### src/rtl/serial_subtractor_if.sv
// serial_subtractor_if
//   Handshake and data bundle for the bit-serial subtractor.
//   master : drives start/a/b, observes busy/done/d/bout/ovf
//   slave  : the subtractor side
//   start  - request a subtraction (taken only while not busy)
//   a, b   - minuend / subtrahend, captured when start is taken
//   busy   - subtraction in progress
//   done   - one-cycle completion pulse
//   d      - a - b modulo 2^WIDTH, held until the next completion
//   bout   - final borrow (unsigned a < unsigned b)
//   ovf    - signed overflow
interface serial_subtractor_if #(
    parameter int WIDTH = 8
);
    logic             start;
    logic [WIDTH-1:0] a;
    logic [WIDTH-1:0] b;
    logic             busy;
    logic             done;
    logic [WIDTH-1:0] d;
    logic             bout;
    logic             ovf;

    modport master (
        output start, a, b,
        input  busy, done, d, bout, ovf
    );

    modport slave (
        input  start, a, b,
        output busy, done, d, bout, ovf
    );
endinterface

### src/rtl/serial_subtractor.sv
// serial_subtractor
//   Bit-serial two's-complement subtractor, d = a - b, LSB first, one bit
//   per clock through a single full-subtractor cell with a registered borrow.
//   Ports:
//     clk  - rising-edge clock
//     rst  - synchronous reset, active-high, overrides everything
//     bus  - serial_subtractor_if slave modport (start/a/b in,
//            busy/done/d/bout/ovf out)
//   Timing: start taken at edge E0, bits processed at E1..E(WIDTH),
//   done high for the cycle after E(WIDTH). A start seen during the done
//   cycle is taken immediately, giving one result per WIDTH+1 cycles.
module serial_subtractor #(
    parameter int WIDTH = 8
) (
    input  logic                clk,
    input  logic                rst,
    serial_subtractor_if.slave  bus
);
    localparam int CW = $clog2(WIDTH);

    typedef enum logic [1:0] {
        S_IDLE = 2'd0,
        S_RUN  = 2'd1,
        S_DONE = 2'd2
    } state_t;

    state_t           r_state;
    state_t           w_state_nxt;

    logic [WIDTH-1:0] r_a;
    logic [WIDTH-1:0] r_b;
    logic [WIDTH-1:0] r_diff;
    logic             r_bw;
    logic [CW-1:0]    r_cnt;
    logic             r_amsb;
    logic             r_bmsb;
    logic [WIDTH-1:0] r_d;
    logic             r_bout;
    logic             r_ovf;

    logic             w_accept;
    logic             w_last;
    logic             w_ai;
    logic             w_bi;
    logic             w_dbit;
    logic             w_bw_nxt;
    logic [WIDTH-1:0] w_diff_nxt;

    // Start is honoured in IDLE and in DONE (back-to-back), never in RUN.
    assign w_accept   = bus.start && (r_state != S_RUN);
    assign w_last     = (r_state == S_RUN) && (r_cnt == CW'(WIDTH - 1));

    // Full-subtractor cell on the current LSBs.
    assign w_ai       = r_a[0];
    assign w_bi       = r_b[0];
    assign w_dbit     = w_ai ^ w_bi ^ r_bw;
    assign w_bw_nxt   = (~w_ai & w_bi) | (~w_ai & r_bw) | (w_bi & r_bw);
    // Difference bits enter at the MSB, so after WIDTH shifts bit 0 sits at 0.
    assign w_diff_nxt = {w_dbit, r_diff[WIDTH-1:1]};

    always_ff @(posedge clk) begin
        if (rst) r_state <= S_IDLE;
        else     r_state <= w_state_nxt;
    end

    always_comb begin
        w_state_nxt = r_state;
        case (r_state)
            S_IDLE:  if (bus.start) w_state_nxt = S_RUN;
            S_RUN:   if (w_last)    w_state_nxt = S_DONE;
            S_DONE:  w_state_nxt = bus.start ? S_RUN : S_IDLE;
            default: w_state_nxt = S_IDLE;
        endcase
    end

    always_ff @(posedge clk) begin
        if (rst) begin
            r_a    <= '0;
            r_b    <= '0;
            r_diff <= '0;
            r_bw   <= 1'b0;
            r_cnt  <= '0;
            r_amsb <= 1'b0;
            r_bmsb <= 1'b0;
            r_d    <= '0;
            r_bout <= 1'b0;
            r_ovf  <= 1'b0;
        end else if (w_accept) begin
            r_a    <= bus.a;
            r_b    <= bus.b;
            r_bw   <= 1'b0;
            r_cnt  <= '0;
            r_amsb <= bus.a[WIDTH-1];
            r_bmsb <= bus.b[WIDTH-1];
        end else if (r_state == S_RUN) begin
            r_diff <= w_diff_nxt;
            r_a    <= r_a >> 1;
            r_b    <= r_b >> 1;
            r_bw   <= w_bw_nxt;
            r_cnt  <= r_cnt + 1'b1;
            if (w_last) begin
                r_d    <= w_diff_nxt;
                r_bout <= w_bw_nxt;
                // Overflow only possible when operand signs differ and the
                // result sign disagrees with the minuend.
                r_ovf  <= (r_amsb != r_bmsb) && (w_diff_nxt[WIDTH-1] != r_amsb);
            end
        end
    end

    assign bus.busy = (r_state == S_RUN);
    assign bus.done = (r_state == S_DONE);
    assign bus.d    = r_d;
    assign bus.bout = r_bout;
    assign bus.ovf  = r_ovf;
endmodule

### src/flat_wrapper.sv
// flat-port wrapper written by rule: the top's interface ports become plain ports
module serial_subtractor_flat 
#(
    parameter int WIDTH = 8
)
  (clk, rst, bus_start, bus_a, bus_b, bus_busy, bus_done, bus_d, bus_bout, bus_ovf);
  serial_subtractor_if #(.WIDTH(WIDTH)) bus_i ();
  input  logic clk;
  input  logic rst;
  input wire logic [$bits(bus_i.start)-1:0] bus_start;
  input wire logic [$bits(bus_i.a)-1:0] bus_a;
  input wire logic [$bits(bus_i.b)-1:0] bus_b;
  output wire logic [$bits(bus_i.busy)-1:0] bus_busy;
  output wire logic [$bits(bus_i.done)-1:0] bus_done;
  output wire logic [$bits(bus_i.d)-1:0] bus_d;
  output wire logic [$bits(bus_i.bout)-1:0] bus_bout;
  output wire logic [$bits(bus_i.ovf)-1:0] bus_ovf;
  assign bus_i.start = bus_start;
  assign bus_i.a = bus_a;
  assign bus_i.b = bus_b;
  assign bus_busy = bus_i.busy;
  assign bus_done = bus_i.done;
  assign bus_d = bus_i.d;
  assign bus_bout = bus_i.bout;
  assign bus_ovf = bus_i.ovf;
  serial_subtractor #(.WIDTH(WIDTH)) u_core (.clk(clk), .rst(rst), .bus(bus_i));
endmodule
### config.mk
export PLATFORM = sky130hd
export DESIGN_NAME = serial_subtractor_flat
export DESIGN_NICKNAME = d
export VERILOG_FILES = /design/src/rtl/serial_subtractor_if.sv /design/src/rtl/serial_subtractor.sv /design/src/flat_wrapper.sv
export SDC_FILE = /design/constraint.sdc
export NUM_CORES = 1
export LEC_CHECK = 0
export CORE_MARGIN = 2
export CORE_UTILIZATION = 40
export DETAILED_ROUTE_END_ITERATION = 8
export GPL_TIMING_DRIVEN = 0
export MAX_ROUTING_LAYER = met4
export PLACE_DENSITY = 0.66
export SLEW_MARGIN = 20
export SYNTH_ARGS = -nofsm -noshare
export SYNTH_HDL_FRONTEND = slang
export SYNTH_SLANG_ARGS = --single-unit
### constraint.sdc
create_clock -name clk -period 4 [get_ports clk]
set_clock_uncertainty 0.15 [all_clocks]
set_input_delay 1.2 -clock clk [delete_from_list [all_inputs] [get_ports clk]]
set_output_delay 1.2 -clock clk [all_outputs]
set_load 0.01 [all_outputs]
# Word level (Yosys, flattened, before mapping)
# Cells that the tools add are included.
[classes]
n_eq_ne = 8
n_mux = 8
n_div = 0
magnitude_cmp = 0
n_shift = 0
mul = 0
n_reduce_logical = 9
addsub = 1
bitwise_logic = 9
[ops]
columns = ["op", "n"]
rows = [
  ["$mux W8", 4],
  ["$pmux W2 S3", 1],
  ["$mux W2", 2],
  ["$ne A2 B1 Y1 const B", 2],
  ["$reduce_and A2 Y1", 2],
  ["$add A3 B1 Y3 const B", 1],
  ["$and A1 B1 Y1", 3],
  ["$eq A3 B3 Y1 const B", 1],
  ["$logic_and A1 B1 Y1", 3],
  ["$reduce_and A3 Y1", 1],
  ["$eq A2 B1 Y1 const B", 1],
  ["$eq A2 B2 Y1 const B", 1],
  ["$logic_not A2 Y1", 1],
  ["$ne A1 B1 Y1", 2],
  ["$ne A2 B2 Y1 const B", 1],
  ["$not A1 Y1", 2],
  ["$or A1 B1 Y1", 2],
  ["$reduce_bool A2 Y1", 1],
  ["$reduce_or A2 Y1", 1],
  ["$xor A1 B1 Y1", 2],
  ["$mux W1", 1],
]
[totals]
output_inout_bits = 12
reg_bits = 42
input_bits = 19
latchBits = 0
mem_bits_ro = 0
mem_count = 0
word_cells = 46
mem_bits_rw = 0

# Logic depth before layout (Yosys ltp)
[logic_depth]
depth_word = 4
ltp_mapped = 6
mapped_depth_nobuf = 5

# Worst setup path before layout
# No wires, ideal clock.
[synth_path]
path_kind = "flip-flop to output port"
from = "reg u_core.r_state[1]"
to = "out bus_busy"
stages_incl_launch_ff = 5
arrival_time_ns = 0.752
setup_slack_ns = 1.898
n_path_buf = 2
path_cell_list = "dfxtp_1 -> nand2b_1 -> buf_6 -> inv_6 -> buf_6"
[synth_between]
elab_chain_cells = 1
[synth_lines]
columns = ["element", "line_no", "source"]
rows = [
  ["from (decl)", "serial_subtractor.sv:27", "state_t r_state;"],
  ["from (signal assigned)", "serial_subtractor.sv:63", "else r_state <= w_state_nxt;"],
  ["$eq A2 B1 Y1", "serial_subtractor.sv:111", "assign bus.busy = (r_state == S_RUN);"],
  ["to (decl)", "flat_wrapper.sv:13", "output wire logic [$bits(bus_i.busy)-1:0] bus_busy;"],
]
# No other way between the ends.

# Worst setup path in the final report
[layout_path]
from = "reg u_core.r_state[0]"
to = "out bus_busy"
# Same word-level chain as after synthesis.

==> qor.csv <==
metric,value,unit
status,finished clean,
timing.rr.start,u_core.r_a[0],
clk_path_buf_depth,2,
io_pins,31,
path_clk_slew,70,ps
rsz0062_at_grt,no,
gp_congestion,0.756,
layout.nets,239,
syn_area_per_cell,9.64,µm²
critPathLaunchType,flip-flop,
cts_setup_buffers,0,
grt_usage,0.153,
firstDrtPassIters,4,
wirelength,3.37,mm
min_from,u_core.r_diff[1],
clock_power_share,0.327,
grt_max_degree,12,
most-common-layout-cells,"dfxtp_1, nand2_1, clkdlybuf4s50_1",
final_layout_size_suffix_gt1_frac,0.147,
antenna_found_initial,0,
clkSinkCount,41,
seq_area_frac_synth,0.468,
hold_depth,2,
routed-via-count,1336,
synth_nets,204,
worstReg2RegEnd,u_core.bus.ovf,
avgRoutedWirePerCell,12.5,µm
start_util,0.409,
max_slew_margin,0.679,
leakage,0.823,nW
endpoint_kind,output port,
grt_pass1_wl,5.71,mm
power.density_cell_area,377,nW/µm²
multiInputGateArea,802,µm²
htree_levels,2,
yosys_register_bits,41,
cp_max_fo,10,
num_rows,24,
whs_endpoint,u_core.bus.d[0],
clk_latency,290,ps
regArea,821,µm²
drtIter0Drc,64,
fp.dieW,70.2,µm
ant_nets,0,
swShare,0.245,
p_int,0.622,mW
setup_viol,0,
critPathRequiredTime,2650,ps
fp.dieArea,4930,µm²
grt_pass1_vias,1186,
combPwrFrac,0.140,
p_seq_frac,0.533,
n_antenna_cell,0,
reg2regPathDepth,4,
finalCriticalPeriod,3020,ps
synthCells,182,
cp-startpoint,u_core.r_state[0],
die_h,70.2,µm
cp.arrival,1670,ps
syn2layout_area_growth,24.6,%
yosys_warnings,0,
finalCritPeriodShare,0.755,
fillCellCount,403,
synth_area,1750,µm²
overflow,0,
worstSetupPathType,flip-flop to output port,
r2r_setup_slack,2230,ps
place.port_buffers,28,
stdcell_area,2190,µm²
cap_violations,0,
min_path_type,flip-flop to flip-flop,
slew_violations,0,
hpwlAfterDp,2.36,mm
fmax,331,MHz
hold_buffers,0,
tightestPinTransition,482,ps
post_cts_resized,0,
synth_cell_types,26,
ir_drop,0.000196,V
cts_buffers,5,
finalHoldViolCount,0,
drc_errors,0,
power.switching,0.202,mW
placedInstanceArea,2100,µm²
cts_tree,built,
fin_ws,981,ps
layout.cells.most_common,dfxtp_1,
stdcell_count,269,
fin_setup_tns,0,ps
coreArea,4290,µm²
place_inst,262,
cts_root_buf,clkbuf_8,
vias_per_cell,4.97,
place_ws,1300,ps
## cell usage after synthesis (all sizes together)
library cell	n	area share
dfxtp	41	0.47
o22a	1	0.0050
inv	3	0.0093
nand2	31	0.066
buf	11	0.059
a311oi	1	0.0050
or3b	1	0.0050
nand3b	2	0.0086
nand3	6	0.017
a211oi	16	0.11
nor3	2	0.0057
nor2	19	0.041
a21oi	20	0.057
clkbuf	3	0.0064
fa	1	0.011
o21ai	2	0.0057
and3b	1	0.0050
ha	2	0.014
nand2b	2	0.0071
mux2i	16	0.091
nor2b	1	0.0036
## kinds of logic (layout without fill, tap and decap cells)
family | count (synthesis) | in the layout | share of synthesized area
AND/OR/NAND/NOR | 65 | 65 | 0.159
flip-flops | 41 | 41 | 0.468
AO/OA/AOI/OAI | 40 | 40 | 0.181
buffers and inverters | 17 | 52 | 0.0749
multiplexers | 16 | 16 | 0.0913
adder cells (fa/ha/maj) | 3 | 3 | 0.0257
## flip-flops by register name, indices dropped and copies added, names as in the netlist
signal / flops
u_core.r_diff: 7
u_core.r_amsb: 1
u_core.r_b: 8
u_core.r_cnt: 3
u_core.bus.ovf: 1
u_core.bus.bout: 1
u_core.bus.d: 8
u_core.r_state: 2
u_core.r_bw: 1
u_core.r_bmsb: 1
u_core.r_a: 8
## through the flow
stage	hold slack [ps]	power, mW	util
after floorplan	282	0.528	-
after global routing	326	0.865	0.509
final	306	0.824	0.509
after global placement	294	0.563	0.489
after detailed placement	298	0.565	0.489
after CTS	308	0.834	0.509
## power groups by stage
stage | logic (mW) | clock network [mW] | registers (mW)
after CTS | 0.117 | 0.278 | 0.439
after detailed placement | 0.117 | 0 | 0.448
after floorplan | 0.0825 | 0 | 0.446
after global placement | 0.116 | 0 | 0.448
after global routing | 0.127 | 0.297 | 0.441
final | 0.116 | 0.269 | 0.439
## routing by layer
| layer | routed length (µm) | vias to the layer above | GRT usage | share of wire |
|---|---|---|---|---|
| met2 | 1550 | 22 | 0.222 | 0.46 |
| met1 | 1610 | 614 | 0.197 | 0.48 |
| met5 | 0 | - | - | 0 |
| li1 | - | 694 | - | - |
| met3 | 140 | 6 | 0.0447 | 0.042 |
| met4 | 72 | 0 | 0.0705 | 0.021 |
## worst max-delay path: stages, from the launching register on
cell and delay (ps):
dfxtp_1 390, nand2b_1 80, buf_6 140, inv_6 70
buf_6 140, clkdlybuf4s50_1 550
## final cells by class
cell class / instances / share of cell area
multi-input combinational: 124 / 0.367
timing repair buffer: 28 / 0.128
inverter: 3 / 0.00744
clock buffer: 7 / 0.0395
sequential: 41 / 0.376
tap: 52 / 0.0298
buffer: 14 / 0.0527
## worst max path at each step
stage	cells after the start	slack, ps	endpoint
4_1_cts	5	970	bus_busy
3_5_place_dp	5	1300	bus_busy
3_3_place_gp	5	1290	bus_busy
6_report	5	980	bus_busy
2_1_floorplan	4	1900	bus_busy
5_1_grt	5	880	bus_busy
(Power assumes the default switching activity.)
